$ cat src/rtl/lsu_dmem_ctrl.sv
// ============================================================================
// lsu_dmem_ctrl - MEM-stage load/store unit: valid/ready data-memory requests,
// store lane steering, load extract/extend, pipeline stall.   Revision: 1.0
// ============================================================================
`default_nettype none

module lsu_dmem_ctrl #(
  parameter int ADDR_W = 32
) (
  input  logic              clk,
  input  logic              rst,
  input  logic              mem_rd_en_i,
  input  logic              mem_wr_en_i,
  input  logic [2:0]        funct3_i,
  input  logic [ADDR_W-1:0] addr_i,
  input  logic [31:0]       wr_data_i,
  output logic              dmem_req_o,
  input  logic              dmem_ready_i,
  output logic              dmem_we_o,
  output logic [ADDR_W-1:0] dmem_addr_o,
  output logic [3:0]        dmem_wstrb_o,
  output logic [31:0]       dmem_wdata_o,
  input  logic              dmem_rvalid_i,
  input  logic [31:0]       dmem_rdata_i,
  output logic [31:0]       ld_data_o,
  output logic              stall_o,
  output logic              misaligned_o
);

  typedef enum logic [1:0] {
    IDLE = 2'd0,
    REQ  = 2'd1,
    RSP  = 2'd2,
    DONE = 2'd3
  } state_t;

  state_t              state_q, state_d;
  logic                we_q, we_d;
  logic [ADDR_W-1:0]   addr_q, addr_d;
  logic [3:0]          wstrb_q, wstrb_d;
  logic [31:0]         wdata_q, wdata_d;
  logic [2:0]          funct3_q, funct3_d;
  logic [1:0]          off_q, off_d;
  logic [31:0]         ld_data_q, ld_data_d;

  logic                w_access;
  logic                w_size_byte;
  logic                w_size_half;
  logic                w_misaligned;
  logic [3:0]          w_wstrb;
  logic [31:0]         w_wdata;
  logic [31:0]         w_rd_shift;
  logic [31:0]         w_ld_ext;

  assign w_access    = mem_rd_en_i | mem_wr_en_i;
  // funct3[1:0] carries the access size; 2'b11 falls into the word class.
  assign w_size_byte = (funct3_i[1:0] == 2'b00);
  assign w_size_half = (funct3_i[1:0] == 2'b01);

  always_comb begin
    w_misaligned = 1'b0;
    if (w_size_half) begin
      w_misaligned = addr_i[0];
    end else if (!w_size_byte) begin
      w_misaligned = (addr_i[1:0] != 2'b00);
    end
  end

  always_comb begin
    w_wstrb = 4'b1111;
    w_wdata = wr_data_i;
    if (w_size_byte) begin
      w_wstrb = 4'b0001 << addr_i[1:0];
      w_wdata = {4{wr_data_i[7:0]}};
    end else if (w_size_half) begin
      w_wstrb = 4'b0011 << addr_i[1:0];
      w_wdata = {2{wr_data_i[15:0]}};
    end
  end

  assign w_rd_shift = dmem_rdata_i >> {off_q, 3'b000};

  always_comb begin
    w_ld_ext = dmem_rdata_i;
    case (funct3_q)
      3'b000:  w_ld_ext = {{24{w_rd_shift[7]}}, w_rd_shift[7:0]};
      3'b100:  w_ld_ext = {24'd0, w_rd_shift[7:0]};
      3'b001:  w_ld_ext = {{16{w_rd_shift[15]}}, w_rd_shift[15:0]};
      3'b101:  w_ld_ext = {16'd0, w_rd_shift[15:0]};
      default: w_ld_ext = dmem_rdata_i;
    endcase
  end

  always_comb begin
    state_d   = state_q;
    we_d      = we_q;
    addr_d    = addr_q;
    wstrb_d   = wstrb_q;
    wdata_d   = wdata_q;
    funct3_d  = funct3_q;
    off_d     = off_q;
    ld_data_d = ld_data_q;
    case (state_q)
      IDLE: begin
        if (w_access && !w_misaligned) begin
          we_d     = mem_wr_en_i;
          addr_d   = {addr_i[ADDR_W-1:2], 2'b00};
          wstrb_d  = mem_wr_en_i ? w_wstrb : 4'b0000;
          wdata_d  = w_wdata;
          funct3_d = funct3_i;
          off_d    = addr_i[1:0];
          state_d  = REQ;
        end
      end
      REQ: begin
        if (dmem_ready_i) begin
          state_d = we_q ? DONE : RSP;
        end
      end
      RSP: begin
        if (dmem_rvalid_i) begin
          ld_data_d = w_ld_ext;
          state_d   = DONE;
        end
      end
      DONE: begin
        state_d = IDLE;
      end
      default: begin
        state_d = IDLE;
      end
    endcase
  end

  always_ff @(posedge clk or posedge rst) begin
    if (rst) begin
      state_q   <= IDLE;
      we_q      <= 1'b0;
      addr_q    <= '0;
      wstrb_q   <= 4'b0000;
      wdata_q   <= 32'd0;
      funct3_q  <= 3'd0;
      off_q     <= 2'd0;
      ld_data_q <= 32'd0;
    end else begin
      state_q   <= state_d;
      we_q      <= we_d;
      addr_q    <= addr_d;
      wstrb_q   <= wstrb_d;
      wdata_q   <= wdata_d;
      funct3_q  <= funct3_d;
      off_q     <= off_d;
      ld_data_q <= ld_data_d;
    end
  end

  assign dmem_req_o   = (state_q == REQ);
  assign dmem_we_o    = we_q;
  assign dmem_addr_o  = addr_q;
  assign dmem_wstrb_o = wstrb_q;
  assign dmem_wdata_o = wdata_q;
  assign ld_data_o    = ld_data_q;
  // DONE is the single cycle that lets the pipeline advance past the access.
  assign stall_o      = w_access & ~w_misaligned & (state_q != DONE);
  assign misaligned_o = w_access & w_misaligned;

endmodule

`default_nettype wire

$ cat config.mk
export PLATFORM = sky130hd
export DESIGN_NAME = lsu_dmem_ctrl
export DESIGN_NICKNAME = d
export VERILOG_FILES = /design/src/rtl/lsu_dmem_ctrl.sv
export SDC_FILE = /design/constraint.sdc
export NUM_CORES = 1
export LEC_CHECK = 0
export ABC_AREA = 1
export ABC_CLOCK_PERIOD_IN_PS = 4200
export BUFFER_PORTS_ARGS = -buffer_cell sky130_fd_sc_hd__buf_2
export CORE_MARGIN = 4
export CORE_UTILIZATION = 30
export CTS_BUF_LIST = sky130_fd_sc_hd__clkbuf_8
export CTS_CLUSTER_SIZE = 25
export DETAILED_ROUTE_END_ITERATION = 7
export GPL_TIMING_DRIVEN = 0
export PLACE_DENSITY = 0.59
export SETUP_SLACK_MARGIN = 0.4
export SYNTH_ARGS = -nofsm -noshare
export SYNTH_HDL_FRONTEND = slang
export SYNTH_SLANG_ARGS = --single-unit
$ cat constraint.sdc
create_clock -name clk -period 4.2 [get_ports clk]
set_clock_uncertainty 0.15 [all_clocks]
set_input_delay 0 -clock clk [delete_from_list [all_inputs] [get_ports clk]]
set_output_delay 0 -clock clk [all_outputs]
set_load 0.1 [all_outputs]
# == Yosys cells after proc, flatten, opt, wreduce, memory -nomap -nowiden ==
# Index checks and enable logic that the tools add are counted.
# op_classes
bitwise_logic,5
n_eq_ne,11
n_reduce_logical,9
n_mux,13
shifts,3
# ops
operator,count
$pmux W32 S4,1
$mux W32,2
$shr A32 B5 Y16,1
$mux W4,3
$pmux W2 S4,1
$eq A3 B3 Y1 const B,2
$mux W2,3
$ne A2 B2 Y1 const B,3
$eq A2 B1 Y1 const B,2
$eq A2 B2 Y1 const B,2
$logic_not A2 Y1,2
$reduce_and A2 Y1,2
$shl A1 B2 Y4 const A,1
$shl A2 B2 Y4 const A,1
$and A1 B1 Y1,3
$eq A3 B1 Y1 const B,1
$logic_not A3 Y1,1
$mux W1,3
$reduce_and A3 Y1,1
$ne A2 B1 Y1 const B,1
$reduce_bool A2 Y1,1
$logic_and A1 B1 Y1,1
$logic_not A1 Y1,1
$not A1 Y1,1
$or A1 B1 Y1,1
# word_totals
out_inout_bits,104
register_bits,106

# == Logic depth before layout (Yosys ltp) ==
# logic_depth
word_depth,7
mapped_depth,11
mapped_depth_nobuf,9

# == Least setup slack after synthesis ==
# Ideal clock, no wire load.
# synth_timing
kind,input port to output port
from,in addr_i[0]
to,out misaligned_o
stages,5
setup_slack_ps,1518
arrival_time_ps,2532
path_cell_list,inv_1 > ha_1 > inv_1 > nand2_1 > a21boi_0
# synth_via
elab_chain_len,4
# synth_rtl
item,line,source
start: declaration,15,"input logic [ADDR_W-1:0] addr_i,"
$reduce_bool A2 Y1,65,w_misaligned = (addr_i[1:0] != 2'b00);
$mux W1,64,end else if (!w_size_byte) begin
$mux W1 *,62,if (w_size_half) begin
$and A1 B1 Y1 *,165,assign misaligned_o = w_access & w_misaligned;
end: declaration,27,output logic misaligned_o
# Every way passes the cells marked *; elsewhere a longest branch is shown, timed or not.

# == Worst setup path after layout ==
# layout_timing
from,reg state_q[0]
to,reg ld_data_q[6] (netlist: ld_data_o[6])
# layout_via
elab_chain_len,2
# layout_rtl
item,line,source
start: declaration,37,"state_t state_q, state_d;"
start signal: assignment,146,state_q <= state_d;
$eq A2 B2 Y1,103,case (state_q)
$reduce_and A2 Y1 (no source line),--,
end signal: assignment,153,ld_data_q <= ld_data_d;
end: declaration,44,"logic [31:0] ld_data_q, ld_data_d;"
# No other way between the ends.
# A chain may end at the register's enable or synchronous reset.

==> results summary <==
The top-level port count came out at 209. The total clock sinks came out at 106. The number of clock buffers inserted by TritonCTS is 9. The number of antenna diodes in the final layout is 0. For the pin with the worst max-slew slack, the measured transition is 0.747 ns. The die covers 20,300 µm². The initial utilization of the core area, before any placement, comes to 31.0%. The total number of vias came out at 6,006. The fraction of final layout cells with drive strength greater than 1 is around a quarter. The wire length after detailed routing is 19,100 µm. The data arrival time of the critical path came out at roughly 2.7 ns. The number of antenna-violating nets in the routed design came out at 0. The combined global-route utilization of all metal layers came out at 18.6%.

The data required time of the critical path is 4.33 ns. The cell total after placement came out at 1,183. Leaving out fill and tap cells, the most frequent cell in the layout is sky130_fd_sc_hd__nand2_1. In this run the worst hold path is classified as input port to flip-flop. CTS built an H-tree with a depth of 3. The detailed-route wire length per cell came out at 14.4 µm. The number of iterations in the first detailed-routing pass is 5. The TritonCTS clock tree is done.

The global-route wire length before repair came out at 30,400 µm. The routed via count divided by cell count is 4.52. The die is about 140 µm wide. The slowest stage of the critical path is the sky130_fd_sc_hd__dlygate4sd3_1 cell. The quantity of I/O buffers inserted on ports is 206. The clock slew at the register clock pins of the worst setup and hold paths came out at 0.12 ns. The detailed placement HPWL is between 10,000 and 15,000 µm. The pin count of the biggest net entering global routing came out at 57.

The maximum number of buffers from clock root to sink is 2. Once layout is complete, the cells apart from fillers number 1,330. The total setup violations reported at the end of the flow is 0. The share of the clock period used by the worst path is 61.6%. The cell at the root of the clock tree is sky130_fd_sc_hd__clkbuf_8. The post-synth design cell area is 5430 µm². The aggregate negative setup slack is 0 ns. Walking the worst path, the cells encountered are inv_1, ha_1, nand2_1, buf_2, clkbuf_1, a21oi_1, nand2_1, dlygate4sd3_1, nand2_1. The number of standard-cell rows in the floorplan is 48. The total setup buffers inserted after CTS came out at 0. The final estimated routing congestion in global placement is 0.858. The via count of the first global-routing pass was about 6,100.

The aggregate global routing overflow is 0. The number of endpoints with negative hold slack in the final report is 0. The minimum hold slack came out at 0.0354 ns.

Measured against its own limit, the worst slew margin works out to 50.2%. The core occupancy in the finished layout is 47.1%. STA classifies the critical path startpoint as a flip-flop. The smallest clock period supported by the final layout is computed as 2.59 ns. The run finished with clean final reports. The number of DRC violations after detailed-routing iteration 0 is 273. Counting stages on the worst path, the most repeated cell is sky130_fd_sc_hd__nand2_1. The peak fanout along the critical path is 10. The number of warning messages in the yosys log is 0. Setup repair after global routing left no endpoint under its margin. The worst setup path is captured at a flip-flop. The sequential element share of the synthesized area came out at 48.9%. The peak per-stage delay on the critical path is 0.56 ns. The initial antenna violation count came to 1. The synthesized area per cell is ~7.2 µm².

The number of remaining DRC errors came out at 0. Synthesis inferred approximately 110 register bits. In the layout the commonest cells are 388 x sky130_fd_sc_hd__nand2_1, 225 x sky130_fd_sc_hd__buf_2, 131 x sky130_fd_sc_hd__dlygate4sd3_1. For this run, the post-layout net count is approximately 1,200. The critical path is of the flip-flop to flip-flop type. The gate count after technology mapping came out at 750. The clock latency reported for the late side of the worst-skew pair is between 0.3 and 0.4 ns. The max-capacitance violation count came out at 0. The signed area change from the synthesized netlist to the final layout is 52.3%. The final-report max-slew violation count is 0.

The core box area is 17,500 µm². The die height came out at roughly 140 µm. The distinct cell type count of the synthesized netlist came out at 24. The maximum clock frequency is 387 MHz.
## worst max-delay path: cells and delay by family, from the launching register on
kind	cells	cell delay [ns]
DFF	1	0.45
AOI/OAI and AO/OA	1	0.08
buffers and inverters	4	1.31
adders and majority gates	1	0.21
and+or+nand+nor	3	0.27
## synthesized netlist by cell type (all sizes together)
master  instances  area share, %
a21boi          1           0.14
a21oi          41            3.8
buf            27            2.8
clkbuf         11           0.76
clkinv          2           0.14
conb            1          0.069
dfrtp         106             49
ha              9            2.1
inv            57            3.9
nand2         390             27
nand3          46            4.4
nor2           14            1.3
nor3            1          0.092
o21ai          24            2.2
o22ai           4           0.46
or2            16            1.8
## registers in the layout, indices dropped and copies added, names as in the netlist
signal and flops:
dmem_wstrb_o 4, dmem_addr_o 30, funct3_q 3, dmem_wdata_o 32
off_q 2, state_q 2, dmem_we_o 1, ld_data_o 32
## through the flow
step           instance area (µm²)  worst slack [ns]
6_report                      8270              1.61
5_1_grt                       8270              1.44
4_1_cts                       8270              1.60
3_5_place_dp                  6770              2.16
3_3_place_gp                  6740            -0.274
2_1_floorplan                 5430              1.26
## cells by family (layout without fill, tap and decap cells)
logic type | after synthesis | in the layout | synth area share, %
buffers and inverters | 97 | 451 | 7.63
AND/OR/NAND/NOR | 467 | 467 | 34.8
adder cells (fa/ha/maj) | 9 | 9 | 2.07
other | 1 | 2 | 0.0691
flip-flops | 106 | 106 | 48.9
AO/OA/AOI/OAI | 70 | 70 | 6.59
## path summary, 6_finish.rpt
| check | slack, ns | startpoint | depth (start not counted) | endpoint |
|---|---|---|---|---|
| worst max-delay path | 1.61 | state_q[0] | 9 | ld_data_o[6] |
| worst min-delay path | 0.04 | mem_rd_en_i | 7 | state_q[1] |
| worst max register to register | 1.61 | state_q[0] | 9 | ld_data_o[6] |
| worst min register to register | 0.33 | dmem_addr_o[19] | 2 | dmem_addr_o[19] |
| max in group asynchronous | 3.03 | rst | 4 | dmem_wdata_o[1] |
| min in group asynchronous | 0.15 | rst | 3 | state_q[0] |
## layer usage
| metal | vias up | part of all wire [%] | global-route usage, % |
|---|---|---|---|
| met2 | 238 | 46 | 30.5 |
| met5 | - | 0.068 | 0 |
| met1 | 2736 | 43 | 23.4 |
| li1 | 3000 | - | - |
| met4 | 2 | 2.1 | 6.45 |
| met3 | 30 | 9.0 | 5.48 |
## layout make-up
cell class	instances	area, µm²
Fill cell	1769	9270
Sequential cell	106	2650
Timing Repair Buffer	338	2370
Multi-Input combinational cell	548	2360
Tap cell	225	282
Inverter	59	224
Buffer	38	193
Clock buffer	9	124
Clock inverter	7	58.8
## what timing repair did
| action | CTS | global route |
|---|---|---|
| endpoints found under the hold margin | 160 | 0 |
| gates resized for setup | 0 | 0 |
| hold buffers | 131 | 0 |
Power is left out: the tool's default activity adds up to more than one toggle a clock period on the data nets, which glitch-free logic cannot reach.
